### src/rtl/mse_pkg.sv
// Shared widths and FSM state type for the MSE monitor.
package mse_pkg;
  localparam int unsigned DATA_W = 16;
  localparam int unsigned DIFF_W = 17;
  localparam int unsigned SQ_W   = 32;

  typedef enum logic [2:0] {
    StIdle,
    StSkip,
    StAccum,
    StDrain,
    StDone
  } state_e;
endpackage

### src/rtl/err_sq_stage.sv
// Registered difference and square stages, each with its own valid bit.
module err_sq_stage
  import mse_pkg::*;
(
  input  logic                     clk,
  input  logic                     rstN,
  input  logic                     in_valid,
  input  logic signed [DATA_W-1:0] y_approx,
  input  logic signed [DATA_W-1:0] y_exact,
  output logic [SQ_W-1:0]          sq,
  output logic [DATA_W-1:0]        abs_diff,
  output logic                     sq_valid
);

  logic signed [DIFF_W-1:0] diff_q;
  logic                     diff_valid_q;
  logic [DATA_W-1:0]        mag;
  logic [SQ_W-1:0]          sq_d;

  // |diff| never exceeds 65535, so the 16-bit magnitude squared is exact in 32 bits.
  always_comb begin
    mag  = diff_q[DIFF_W-1] ? DATA_W'(-diff_q) : DATA_W'(diff_q);
    sq_d = SQ_W'(mag) * SQ_W'(mag);
  end

  always_ff @(posedge clk or negedge rstN) begin
    if (!rstN) begin
      diff_q       <= '0;
      diff_valid_q <= 1'b0;
      sq           <= '0;
      abs_diff     <= '0;
      sq_valid     <= 1'b0;
    end else begin
      diff_valid_q <= in_valid;
      if (in_valid) begin
        diff_q <= {y_approx[DATA_W-1], y_approx} - {y_exact[DATA_W-1], y_exact};
      end
      sq_valid <= diff_valid_q;
      if (diff_valid_q) begin
        sq       <= sq_d;
        abs_diff <= mag;
      end
    end
  end

endmodule

### src/rtl/mse_monitor.sv
// Measures mean squared error and peak absolute error between two filter outputs
// over a window of 2^N_LOG2 samples, after discarding SKIP pipeline-fill samples.
module mse_monitor
  import mse_pkg::*;
#(
  parameter int unsigned N_LOG2 = 8,
  parameter int unsigned SKIP   = 9
) (
  input  logic                     clk,
  input  logic                     rstN,
  input  logic                     start,
  input  logic                     in_valid,
  input  logic signed [DATA_W-1:0] y_approx,
  input  logic signed [DATA_W-1:0] y_exact,
  output logic                     busy,
  output logic [31:0]              mse,
  output logic [DATA_W-1:0]        max_abs_err,
  output logic                     mse_valid
);

  localparam int unsigned N     = 1 << N_LOG2;
  localparam int unsigned AccW  = SQ_W + N_LOG2;
  localparam int unsigned SkipW = $clog2(SKIP + 1);
  localparam int unsigned CntW  = (N_LOG2 + 1 > SkipW) ? N_LOG2 + 1 : SkipW;

  state_e              state_q, state_d;
  logic [CntW-1:0]     cnt_q, cnt_d;
  logic [AccW-1:0]     acc_q;
  logic [DATA_W-1:0]   max_q;
  logic                commit_q;
  logic                honour;
  logic                pipe_in;
  logic [SQ_W-1:0]     sq;
  logic [DATA_W-1:0]   abs_diff;
  logic                sq_valid;

  assign honour  = start && (state_q == StIdle || state_q == StDone);
  assign pipe_in = in_valid && (state_q == StAccum);
  assign busy    = (state_q == StSkip) || (state_q == StAccum) || (state_q == StDrain);

  err_sq_stage u_err_sq_stage (
    .clk      (clk),
    .rstN     (rstN),
    .in_valid (pipe_in),
    .y_approx (y_approx),
    .y_exact  (y_exact),
    .sq       (sq),
    .abs_diff (abs_diff),
    .sq_valid (sq_valid)
  );

  always_comb begin
    state_d = state_q;
    cnt_d   = cnt_q;
    case (state_q)
      StIdle, StDone: begin
        if (start) begin
          cnt_d   = '0;
          state_d = (SKIP == 0) ? StAccum : StSkip;
        end
      end
      StSkip: begin
        if (in_valid) begin
          if (cnt_q == CntW'(SKIP - 1)) begin
            cnt_d   = '0;
            state_d = StAccum;
          end else begin
            cnt_d = cnt_q + 1'b1;
          end
        end
      end
      StAccum: begin
        if (in_valid) begin
          if (cnt_q == CntW'(N - 1)) begin
            cnt_d   = '0;
            state_d = StDrain;
          end else begin
            cnt_d = cnt_q + 1'b1;
          end
        end
      end
      StDrain: begin
        // Counter is reused to time the two drain cycles.
        if (cnt_q == CntW'(1)) begin
          cnt_d   = '0;
          state_d = StDone;
        end else begin
          cnt_d = cnt_q + 1'b1;
        end
      end
      default: state_d = StIdle;
    endcase
  end

  always_ff @(posedge clk or negedge rstN) begin
    if (!rstN) begin
      state_q <= StIdle;
      cnt_q   <= '0;
    end else begin
      state_q <= state_d;
      cnt_q   <= cnt_d;
    end
  end

  // The last square lands in acc on the edge that leaves DRAIN, so results are
  // captured one edge later via commit_q.
  always_ff @(posedge clk or negedge rstN) begin
    if (!rstN) begin
      acc_q       <= '0;
      max_q       <= '0;
      commit_q    <= 1'b0;
      mse         <= '0;
      max_abs_err <= '0;
      mse_valid   <= 1'b0;
    end else if (honour) begin
      acc_q     <= '0;
      max_q     <= '0;
      commit_q  <= 1'b0;
      mse_valid <= 1'b0;
    end else begin
      if (sq_valid) begin
        acc_q <= acc_q + AccW'(sq);
        if (abs_diff > max_q) begin
          max_q <= abs_diff;
        end
      end
      commit_q <= (state_q == StDrain) && (cnt_q == CntW'(1));
      if (commit_q) begin
        mse         <= 32'(acc_q >> N_LOG2);
        max_abs_err <= max_q;
        mse_valid   <= 1'b1;
      end
    end
  end

endmodule

### config.mk
export PLATFORM = sky130hd
export DESIGN_NAME = mse_monitor
export DESIGN_NICKNAME = d
export VERILOG_FILES = /design/src/rtl/mse_pkg.sv /design/src/rtl/err_sq_stage.sv /design/src/rtl/mse_monitor.sv
export SDC_FILE = /design/constraint.sdc
export NUM_CORES = 1
export LEC_CHECK = 0
export BUFFER_PORTS_ARGS = -buffer_cell sky130_fd_sc_hd__buf_2
export CAP_MARGIN = 20
export CORE_ASPECT_RATIO = 0.75
export CORE_MARGIN = 2
export CORE_UTILIZATION = 59
export CTS_BUF_LIST = sky130_fd_sc_hd__clkbuf_4
export CTS_CLUSTER_DIAMETER = 60
export DETAILED_ROUTE_END_ITERATION = 8
export GPL_TIMING_DRIVEN = 0
export PLACE_DENSITY = 0.78
export SYNTH_ARGS = -nofsm -noshare
export SYNTH_HDL_FRONTEND = slang
export SYNTH_SLANG_ARGS = --single-unit
### constraint.sdc
create_clock -name clk -period 7.9 [get_ports clk]
set_input_delay 1.185 -clock clk [delete_from_list [all_inputs] [get_ports clk]]
set_output_delay 1.185 -clock clk [all_outputs]
set_load 0.02 [all_outputs]
==> impl_metrics.toml, run 1 <==
[worst_setup_path]
critPathBufInv = 7
crit_top_cell = "fa_1"
arrival_ps = 8160
rrSetupSlack_ps = 250
worstPathRequired_ps = 8410
endpoint_kind = "flop"
crit_family = "adder cells"
r2r_cells = 27
critPathMaxFanout = 11
crit_type = "flop to flop"
max_stage_delay_ps = 560
start_kind = "flop"
worstReg2RegEnd = "u_err_sq_stage.sq[26]$_DFFE_PN0P_"
rr_startpoint = "u_err_sq_stage.diff_q[0]$_DFFE_PN0P_"
cpMaxStageDelayCell = "fa_1"

[global_route]
overflow = 0
grt_antenna_before_repair = 2
grt_first_pass_wirelength_um = 70900
grt_pass1_vias = 14100
track_usage = 0.289
grt_max_degree = 95

[clock_network]
numCtsBuffers = 17
clockBufferDepth = 2
cts_root_buf = "clkbuf_4"
cts_max_level = 4
cts_hold_buf = 0
path_clk_slew_ps = 190
cts_tree = "yes"
clock-sinks = 183
clock_latency_ps = 650

[sta]
tightest_slew_ps = 730
finClkSkew_ps = 51.1
finalHoldViolCount = 0
finalSetupViolCount = 0
drv_slew = 0
maxSlewHeadroom = 0.509
max_freq_mhz = 131
min_period_ps = 7650
min_period_over_period = 0.968

[drt]
initialDrtViolationCount = 1090
routed.top_layer = "met4"
vias_per_cell = 5.72
drt_first_pass_iters = 5
post_drt_wl_per_cell_um = 17.8
vias = 14100
met1Wirelength_um = 19200
drc = 0
wl_um = 43800
ant_nets = 0
wl_met2_um = 20400
route.met3.wl_um = 3470

[logic_synthesis]
syn_nets = 2280
yosysWarnings = 0
synth_edf_count = 0
synth.top_cell.area_share = 0.260
synth_adder_area_share = 0.306
synthMostInstantiatedCell = "inv_1"
yosys.area_share.simple = 0.129
syn_area_um2 = 17600
synth_top_cell_by_area = "dfrtp_1"
synthArstFlopShare = 1.00
yosys-top-cells-area = "dfrtp_1, fa_1, ha_1"
yosysUniqueCellTypes = 82
ys_ff_latch = 183
muxShareOfSynthArea = 0.0491
synth_top_family_by_area = "adder cells"
synth_compound_area_frac = 0.133
yosys-top-cells-count = "inv_1, nand2_1, dfrtp_1"
synth_xor_xnor_area_share = 0.0423
ys.flop_type = "dfrtp_1"
seq_area_frac_synth = 0.260
synth.avg_cell_area_um2 = 9.19
synthCells = 1913

[floorplan]
pin_count = 86
core_area_um2 = 29200
start_util = 0.602
die-area_um2 = 31200
num_rows = 54
die_h_um = 154
dieWidth_um = 203

[place]
routabilityCongestion = 0.916
numPortBuffers = 85
dp_hpwl_um = 34600
placedCellCount = 2393

[flow_run]
cap_violations = 0

[worst_hold_path]
hp-class = "primary input to asynchronous set/reset pin"

[status]
run_status = "finished clean"

[finish]
fillers = 2318
drive_above_1_share = 0.143
finalNonFillerCells = 2460
nNetsFinal = 2417
syn_to_final_growth_pct = 11.0
[how the worst max path moves through the flow]
stage,from,endpoint,slack [ps],cells past startpoint
2_1_floorplan,u_err_sq_stage.diff_q[0]$_DFFE_PN0P_,u_err_sq_stage.sq[27]$_DFFE_PN0P_,420,30
3_3_place_gp,u_err_sq_stage.diff_q[0]$_DFFE_PN0P_,u_err_sq_stage.sq[27]$_DFFE_PN0P_,-1590,26
3_5_place_dp,u_err_sq_stage.diff_q[0]$_DFFE_PN0P_,u_err_sq_stage.sq[27]$_DFFE_PN0P_,-1710,26
4_1_cts,u_err_sq_stage.diff_q[0]$_DFFE_PN0P_,u_err_sq_stage.sq[31]$_DFFE_PN0P_,20,28
5_1_grt,u_err_sq_stage.diff_q[3]$_DFFE_PN0P_,u_err_sq_stage.sq[24]$_DFFE_PN0P_,-30,27
6_report,u_err_sq_stage.diff_q[0]$_DFFE_PN0P_,u_err_sq_stage.sq[26]$_DFFE_PN0P_,250,27
[what timing repair did]
item	in CTS	in global routing
resized for setup	37	54
pin swaps	10	13
gates cloned	0	1
setup buffers	11	20
endpoints found under the setup margin	24	15
[state kept, by name (all words and copies together) (netlist names)]
| register | cells |
|---|---|
| acc_q | 40 |
| mse | 32 |
| u_err_sq_stage.sq | 30 |
| u_err_sq_stage.diff_q | 17 |
| max_abs_err | 16 |
| max_q | 16 |
| u_err_sq_stage.abs_diff | 16 |
| cnt_q | 9 |
| state_q | 3 |
| commit_q | 1 |
| mse_valid | 1 |
| u_err_sq_stage.diff_valid_q | 1 |
| u_err_sq_stage.sq_valid | 1 |
[placed cells by master, fill, tap and decap left out, drive strengths merged, types with 6 or more instances in the layout]
cell	instances
a211oi	19
a21o	43
a21oi	100
a311oi	7
a31oi	16
and3	15
buf	131
clkbuf	63
clkinv	9
dfrtp	183
fa	165
ha	166
inv	315
mux2	50
mux2i	30
nand2	185
nand2b	12
nand3	29
nand3b	6
nand4	10
nor2	172
nor2b	16
nor3	18
nor3b	6
o211ai	14
o21ai	96
o21bai	7
o22ai	7
o31ai	13
or3	10
xnor2	56
xor2	28
[area by class of cell]
class	count	area (um^2)	share of cell area
Clock buffer	18	135	0.00692
Clock inverter	14	181	0.00930
Timing Repair Buffer	119	747	0.0383
Sequential cell	183	4580	0.235
Inverter	313	1190	0.0612
Multi-Input combinational cell	1358	11900	0.610
Antenna cell	5	12.5	0.000641
Tap cell	392	490	0.0251
Timing Repair inverter	1	5.00	0.000256
Buffer	57	264	0.0135
[per-layer routing]
layer | up-vias | global-route usage
met5 | - | 0
met4 | 0 | 0.0772
met3 | 68 | 0.0710
met2 | 466 | 0.458
met1 | 6940 | 0.398
li1 | 6590 | -
[through the flow]
step                      utilization  TNS [ps]  hold WS [ps]  worst slack [ps]  cell area (um^2)
after global routing            0.669     -30.8           521             -30.8             19500
after floorplan                     -         0           446               422             17600
final                           0.669         0           483               249             19500
after global placement          0.634    -24880           456             -1590             18500
after detailed placement        0.636    -27130           465             -1710             18600
after CTS                       0.655         0           505              15.1             19100
[cell families after synthesis]
logic type | count (synthesis)
DFF | 183
buffers and inverters | 372
xor gates and xnor gates | 84
adders and majority gates | 331
AOI/OAI and AO/OA | 361
and+or+nand+nor | 502
muxes | 80
Power of run 1 is not shown: default switching activity piles up to over one toggle a cycle in this logic, so the estimate is an artifact.
==> run 2: changes to the inputs <==
Settings changed: BUFFER_PORTS_ARGS -buffer_cell sky130_fd_sc_hd__buf_2 to -buffer_cell sky130_fd_sc_hd__buf_4.
==> impl_metrics.toml, run 2 (same netlist as run 1, synthesis figures left out) <==
[global_route]
grt_antenna_before_repair = 1
overflow = 0
track_usage = 0.290
grt_max_degree = 93
grt_pass1_vias = 14000
grt_first_pass_wirelength_um = 71100

[drt]
ant_nets = 0
drt_first_pass_iters = 6
wl_um = 43900
vias_per_cell = 5.74
vias = 14000
initialDrtViolationCount = 1112
post_drt_wl_per_cell_um = 18.0
drc = 0

[finish]
mostFrequentLayoutCell = "inv_1"
nNetsFinal = 2405
largest_register_ffs = 40
drive_above_1_share = 0.132
syn_to_final_growth_pct = 11.0
top_register = "acc_q"
layout_common_cells = "inv_1, nand2_1, dfrtp_1"
top_regs = "acc_q (40), mse (32), u_err_sq_stage.sq (30)"
finalNonFillerCells = 2444

[floorplan]
core_area_um2 = 29200
die-area_um2 = 31200
pin_count = 86
die_h_um = 154
dieWidth_um = 203
start_util = 0.602
num_rows = 54

[clock_network]
clock_latency_ps = 650
clock-sinks = 183
numCtsBuffers = 17
clockBufferDepth = 2
cts_tree = "yes"
cts_root_buf = "clkbuf_4"
cts_hold_buf = 0
cts_max_level = 4
path_clk_slew_ps = 150

[worst_setup_path]
start_kind = "flop"
crit_type = "flop to flop"
path_cells = "clkbuf_2 > clkbuf_2 > o21ai_1 > xnor2_2 > buf_2 > nand2_1 > fa_1 > fa_1 > inv_1 > fa_1 > fa_1 > fa_1 > inv_1 > fa_1 > inv_1 > ha_1 > a21o_1 > a21oi_4 > o211ai_1 > a211oi_2 > o211ai_1 > a31oi_1 > xnor2_1 > mux2_2"
crit_top_cell = "fa_1"
rrSetupSlack_ps = 180
crit_family = "adder cells"
critPathBufInv = 6
critPathMaxFanout = 10
r2r_cells = 24
cpMaxStageDelayCell = "fa_1"
worstPathRequired_ps = 8420
endpoint_kind = "flop"
worstSetupStartpoint = "u_err_sq_stage.diff_q[16]$_DFFE_PN0P_"
arrival_ps = 8250
worstReg2RegEnd = "u_err_sq_stage.sq[24]$_DFFE_PN0P_"
max_stage_delay_ps = 560
rr_startpoint = "u_err_sq_stage.diff_q[16]$_DFFE_PN0P_"

[sta]
min_period_over_period = 0.978
tightest_slew_ps = 1050
min_period_ps = 7720
drv_slew = 0
finClkSkew_ps = 37.6
finalHoldViolCount = 0
finalSetupViolCount = 0
maxSlewHeadroom = 0.295
max_freq_mhz = 129

[place]
dp_hpwl_um = 34600
placedCellCount = 2392
numPortBuffers = 85
routabilityCongestion = 0.899

[flow_run]
cap_violations = 0

[worst_hold_path]
hp-start = "max_abs_err[5]$_DFFE_PN0P_"
worstHoldEndpoint = "max_abs_err[5]$_DFFE_PN0P_"
hp-class = "flop to flop"
hold_depth = 2

[status]
run_status = "finished clean"
## run 2: changes by cell type in the layout (fill, tap and decap cells not counted), sizes merged
| cell | change |
|---|---|
| clkinv | -1 |
| clkinvlp | -1 |
| diode | -4 |
| inv | +2 |
| buf | -12 |
## run 2: worst max-delay path by stage
stage | end | slack (ps) | depth (start not counted)
final | u_err_sq_stage.sq[24]$_DFFE_PN0P_ | 180 | 24
after global routing | u_err_sq_stage.sq[24]$_DFFE_PN0P_ | -110 | 24
after CTS | u_err_sq_stage.sq[31]$_DFFE_PN0P_ | 9 | 28
after detailed placement | u_err_sq_stage.sq[27]$_DFFE_PN0P_ | -1610 | 30
after global placement | u_err_sq_stage.sq[27]$_DFFE_PN0P_ | -1570 | 26
after floorplan | u_err_sq_stage.sq[27]$_DFFE_PN0P_ | 420 | 30
## run 2: per-layer routing
layer  GRT usage  share of wire  vias to the layer above
met5           0              0                        -
met4      0.0820          0.025                        0
met3      0.0613          0.075                       84
met2       0.455           0.46                      466
met1       0.408           0.44                     6919
li1            -              -                     6563
## run 2: stage by stage
step / setup WS [ps] / util / setup TNS [ps] / instance area (um^2) / hold WS (ps)
2_1_floorplan: 422 / - / 0 / 17600 / 446
3_3_place_gp: -1570 / 0.641 / -24490 / 18700 / 463
3_5_place_dp: -1610 / 0.642 / -25420 / 18800 / 471
4_1_cts: 8.88 / 0.660 / 0 / 19300 / 505
5_1_grt: -109 / 0.668 / -249 / 19500 / 528
6_report: 176 / 0.668 / 0 / 19500 / 496
## run 2: worst reg2reg max path: cells and delay by family, from the launching register on
family	cells	cell delay, ps
AO/OA/AOI/OAI	7	1520
XOR/XNOR	2	440
adder cells (fa/ha/maj)	7	3520
buffers and inverters	6	1210
flip-flops	1	490
multiplexers	1	270
AND/OR/NAND/NOR	1	180
## run 2: layout make-up
class                      instances  area (um^2)
multi-input combinational       1358        11900
inverter                         313         1190
sequential                       183         4580
clock buffer                      17          128
fill                            2355         9680
tap                              392          490
buffer                            57          262
clock inverter                    15          143
antenna                            1         2.50
timing repair buffer             108          838
## run 2: timing repair
action / CTS / global route
setup buffers: 9 / 12
resized for setup: 34 / 41
pin swaps: 7 / 11
setup endpoints to repair: 23 / 14
gates cloned: 0 / 0
Power of run 2 is left out for the same reason.
==> run 3: changes to the inputs <==
Settings changed: CELL_PAD_IN_SITES_DETAIL_PLACEMENT set to 0, CELL_PAD_IN_SITES_GLOBAL_PLACEMENT set to 2, CORE_UTILIZATION 59 to 38, SYNTH_HIERARCHICAL set to 1.
==> impl_metrics.toml, run 3 <==
[status]
run_status = "finished clean"

[worst_setup_path]
rrSetupSlack_ps = 230
rr_startpoint = "u_err_sq_stage/diff_q[10]$_DFFE_PN0P_"
crit_cells = 24
start_kind = "flop"
crit_type = "flop to flop"
worstReg2RegEnd = "u_err_sq_stage/sq[27]$_DFFE_PN0P_"
cpMaxStageDelayCell = "or4_4"
critPathMaxFanout = 10
worstPathRequired_ps = 8470
max_stage_delay_ps = 570
r2r_cells = 24
critPathBufInv = 4
crit_family = "adder cells"
path_cells = "or4_4 > or4_4 > o31ai_4 > buf_4 > xor2_4 > buf_6 > nor2_1 > fa_1 > fa_1 > fa_1 > fa_1 > fa_1 > inv_1 > fa_1 > inv_1 > ha_2 > a21o_1 > nor2b_4 > a221oi_2 > a211o_1 > a41o_1 > a31oi_2 > xnor2_1 > mux2_2"
arrival_ps = 8240
crit_top_cell = "fa_1"
endpoint_kind = "flop"

[global_route]
grt_max_degree = 116
grt_pass1_vias = 13600
grt_antenna_before_repair = 1
overflow = 0
track_usage = 0.199
grt_first_pass_wirelength_um = 74000

[logic_synthesis]
muxShareOfSynthArea = 0.0649
synthArstFlopShare = 1.00
yosysWarnings = 6
synth_compound_area_frac = 0.126
synth.top_cell.area_share = 0.261
syn_nets = 2234
yosys-top-cells-count = "inv_1, nor2_1, dfrtp_1"
ys_ff_latch = 183
yosys.area_share.simple = 0.112
synth_adder_area_share = 0.309
synth.avg_cell_area_um2 = 9.42
yosysUniqueCellTypes = 75
synth_top_family_by_area = "adder cells"
syn_area_um2 = 17600
ys.flop_type = "dfrtp_1"
synth_top_cell_by_area = "dfrtp_1"
synth_edf_count = 0
yosys-top-cells-area = "dfrtp_1, fa_1, ha_1"
synth_xor_xnor_area_share = 0.0479
synthMostInstantiatedCell = "inv_1"
seq_area_frac_synth = 0.261
synthCells = 1865

[place]
routabilityCongestion = 0.830
numPortBuffers = 85
dp_hpwl_um = 36700
placedCellCount = 2550
place_area_um2 = 19000

[flow_run]
cap_violations = 0

[drt]
vias = 13300
drt_first_pass_iters = 7
initialDrtViolationCount = 709
ant_nets = 0
vias_per_cell = 5.06
drc = 0
post_drt_wl_per_cell_um = 17.5
wl_um = 45900

[finish]
syn_to_final_growth_pct = 15.2
nNetsFinal = 2387
finalNonFillerCells = 2626
top_register = "acc_q"
top_regs = "acc_q (40), mse (32), u_err_sq_stage/sq (31)"
layout_common_cells = "inv_1, nor2_1, dfrtp_1"
largest_register_ffs = 40
postLayoutCellArea_um2 = 20200
drive_above_1_share = 0.170
mostFrequentLayoutCell = "inv_1"

[floorplan]
die_h_um = 190
die-area_um2 = 48000
dieWidth_um = 252
pin_count = 86
core_area_um2 = 45900
num_rows = 68
start_util = 0.383

[clock_network]
path_clk_slew_ps = 170
clock-sinks = 183
numCtsBuffers = 17
cts_max_level = 4
clockBufferDepth = 2
clock_latency_ps = 670
cts_tree = "yes"
cts_hold_buf = 0
cts_root_buf = "clkbuf_4"

[sta]
max_freq_mhz = 130
finalHoldViolCount = 0
min_period_ps = 7670
maxSlewHeadroom = 0.373
drv_slew = 0
tightest_slew_ps = 934
finClkSkew_ps = 36.8
finalSetupViolCount = 0
setup_tns_ps = 0
min_period_over_period = 0.971

[worst_hold_path]
hp-class = "primary input to asynchronous set/reset pin"
[run 3: cell count changes after synthesis, sizes merged, moves of 10 or more]
cell,change
nand2,-42
mux2i,+13
o21a,+13
o21ai,-23
nor2,+28
a21oi,-11
nand3,-10
mux2,+13
[run 3: worst max-delay path by stage]
stage / slack [ps] / endpoint / from
floorplan: 90 / u_err_sq_stage/sq[27]$_DFFE_PN0P_ / u_err_sq_stage/diff_q[0]$_DFFE_PN0P_
global placement: -2950 / u_err_sq_stage/sq[26]$_DFFE_PN0P_ / u_err_sq_stage/diff_q[0]$_DFFE_PN0P_
detailed placement: -1710 / u_err_sq_stage/sq[24]$_DFFE_PN0P_ / u_err_sq_stage/diff_q[0]$_DFFE_PN0P_
CTS: 3 / u_err_sq_stage/sq[27]$_DFFE_PN0P_ / u_err_sq_stage/diff_q[0]$_DFFE_PN0P_
global route: -30 / u_err_sq_stage/sq[27]$_DFFE_PN0P_ / u_err_sq_stage/diff_q[10]$_DFFE_PN0P_
finish: 230 / u_err_sq_stage/sq[27]$_DFFE_PN0P_ / u_err_sq_stage/diff_q[10]$_DFFE_PN0P_
[run 3: kinds of logic (layout without fill, tap and decap cells)]
group                    after synthesis  in the layout
AND/OR/NAND/NOR                      453            453
buffers and inverters                366            531
adder cells (fa/ha/maj)              333            333
AO/OA/AOI/OAI                        327            327
flip-flops                           183            183
multiplexers                         106            106
XOR/XNOR                              96             96
other                                  1              2
[run 3: final cells by class]
cell class                 instances  area [um^2]
multi-input combinational       1316        12000
clock buffer                      18          135
tap                              595          744
clock inverter                    13          163
inverter                         310         1190
sequential                       183         4590
timing repair buffer             139         1090
antenna                            1         2.50
buffer                            51          279
fill                            4483        25600
[run 3: what timing repair did]
action,CTS,global route
gates resized for setup,74,60
endpoints found under the setup margin,21,10
gates cloned,1,0
pin swaps,10,25
setup buffers,20,28
[run 3: metal layers]
| layer | GRT usage | part of all wire |
|---|---|---|
| met2 | 0.288 | 0.42 |
| met1 | 0.306 | 0.52 |
| met4 | 0.0396 | 0.0095 |
| met3 | 0.0397 | 0.044 |
| met5 | 0 | 0 |
[run 3: stage by stage]
stage	utilization	hold WS, ps	setup slack (ps)
floorplan	-	370	91.8
global placement	0.413	465	-2950
detailed placement	0.415	472	-1710
CTS	0.432	401	2.85
global route	0.441	429	-33.4
finish	0.441	444	231
Power of run 3 is left out for the same reason.
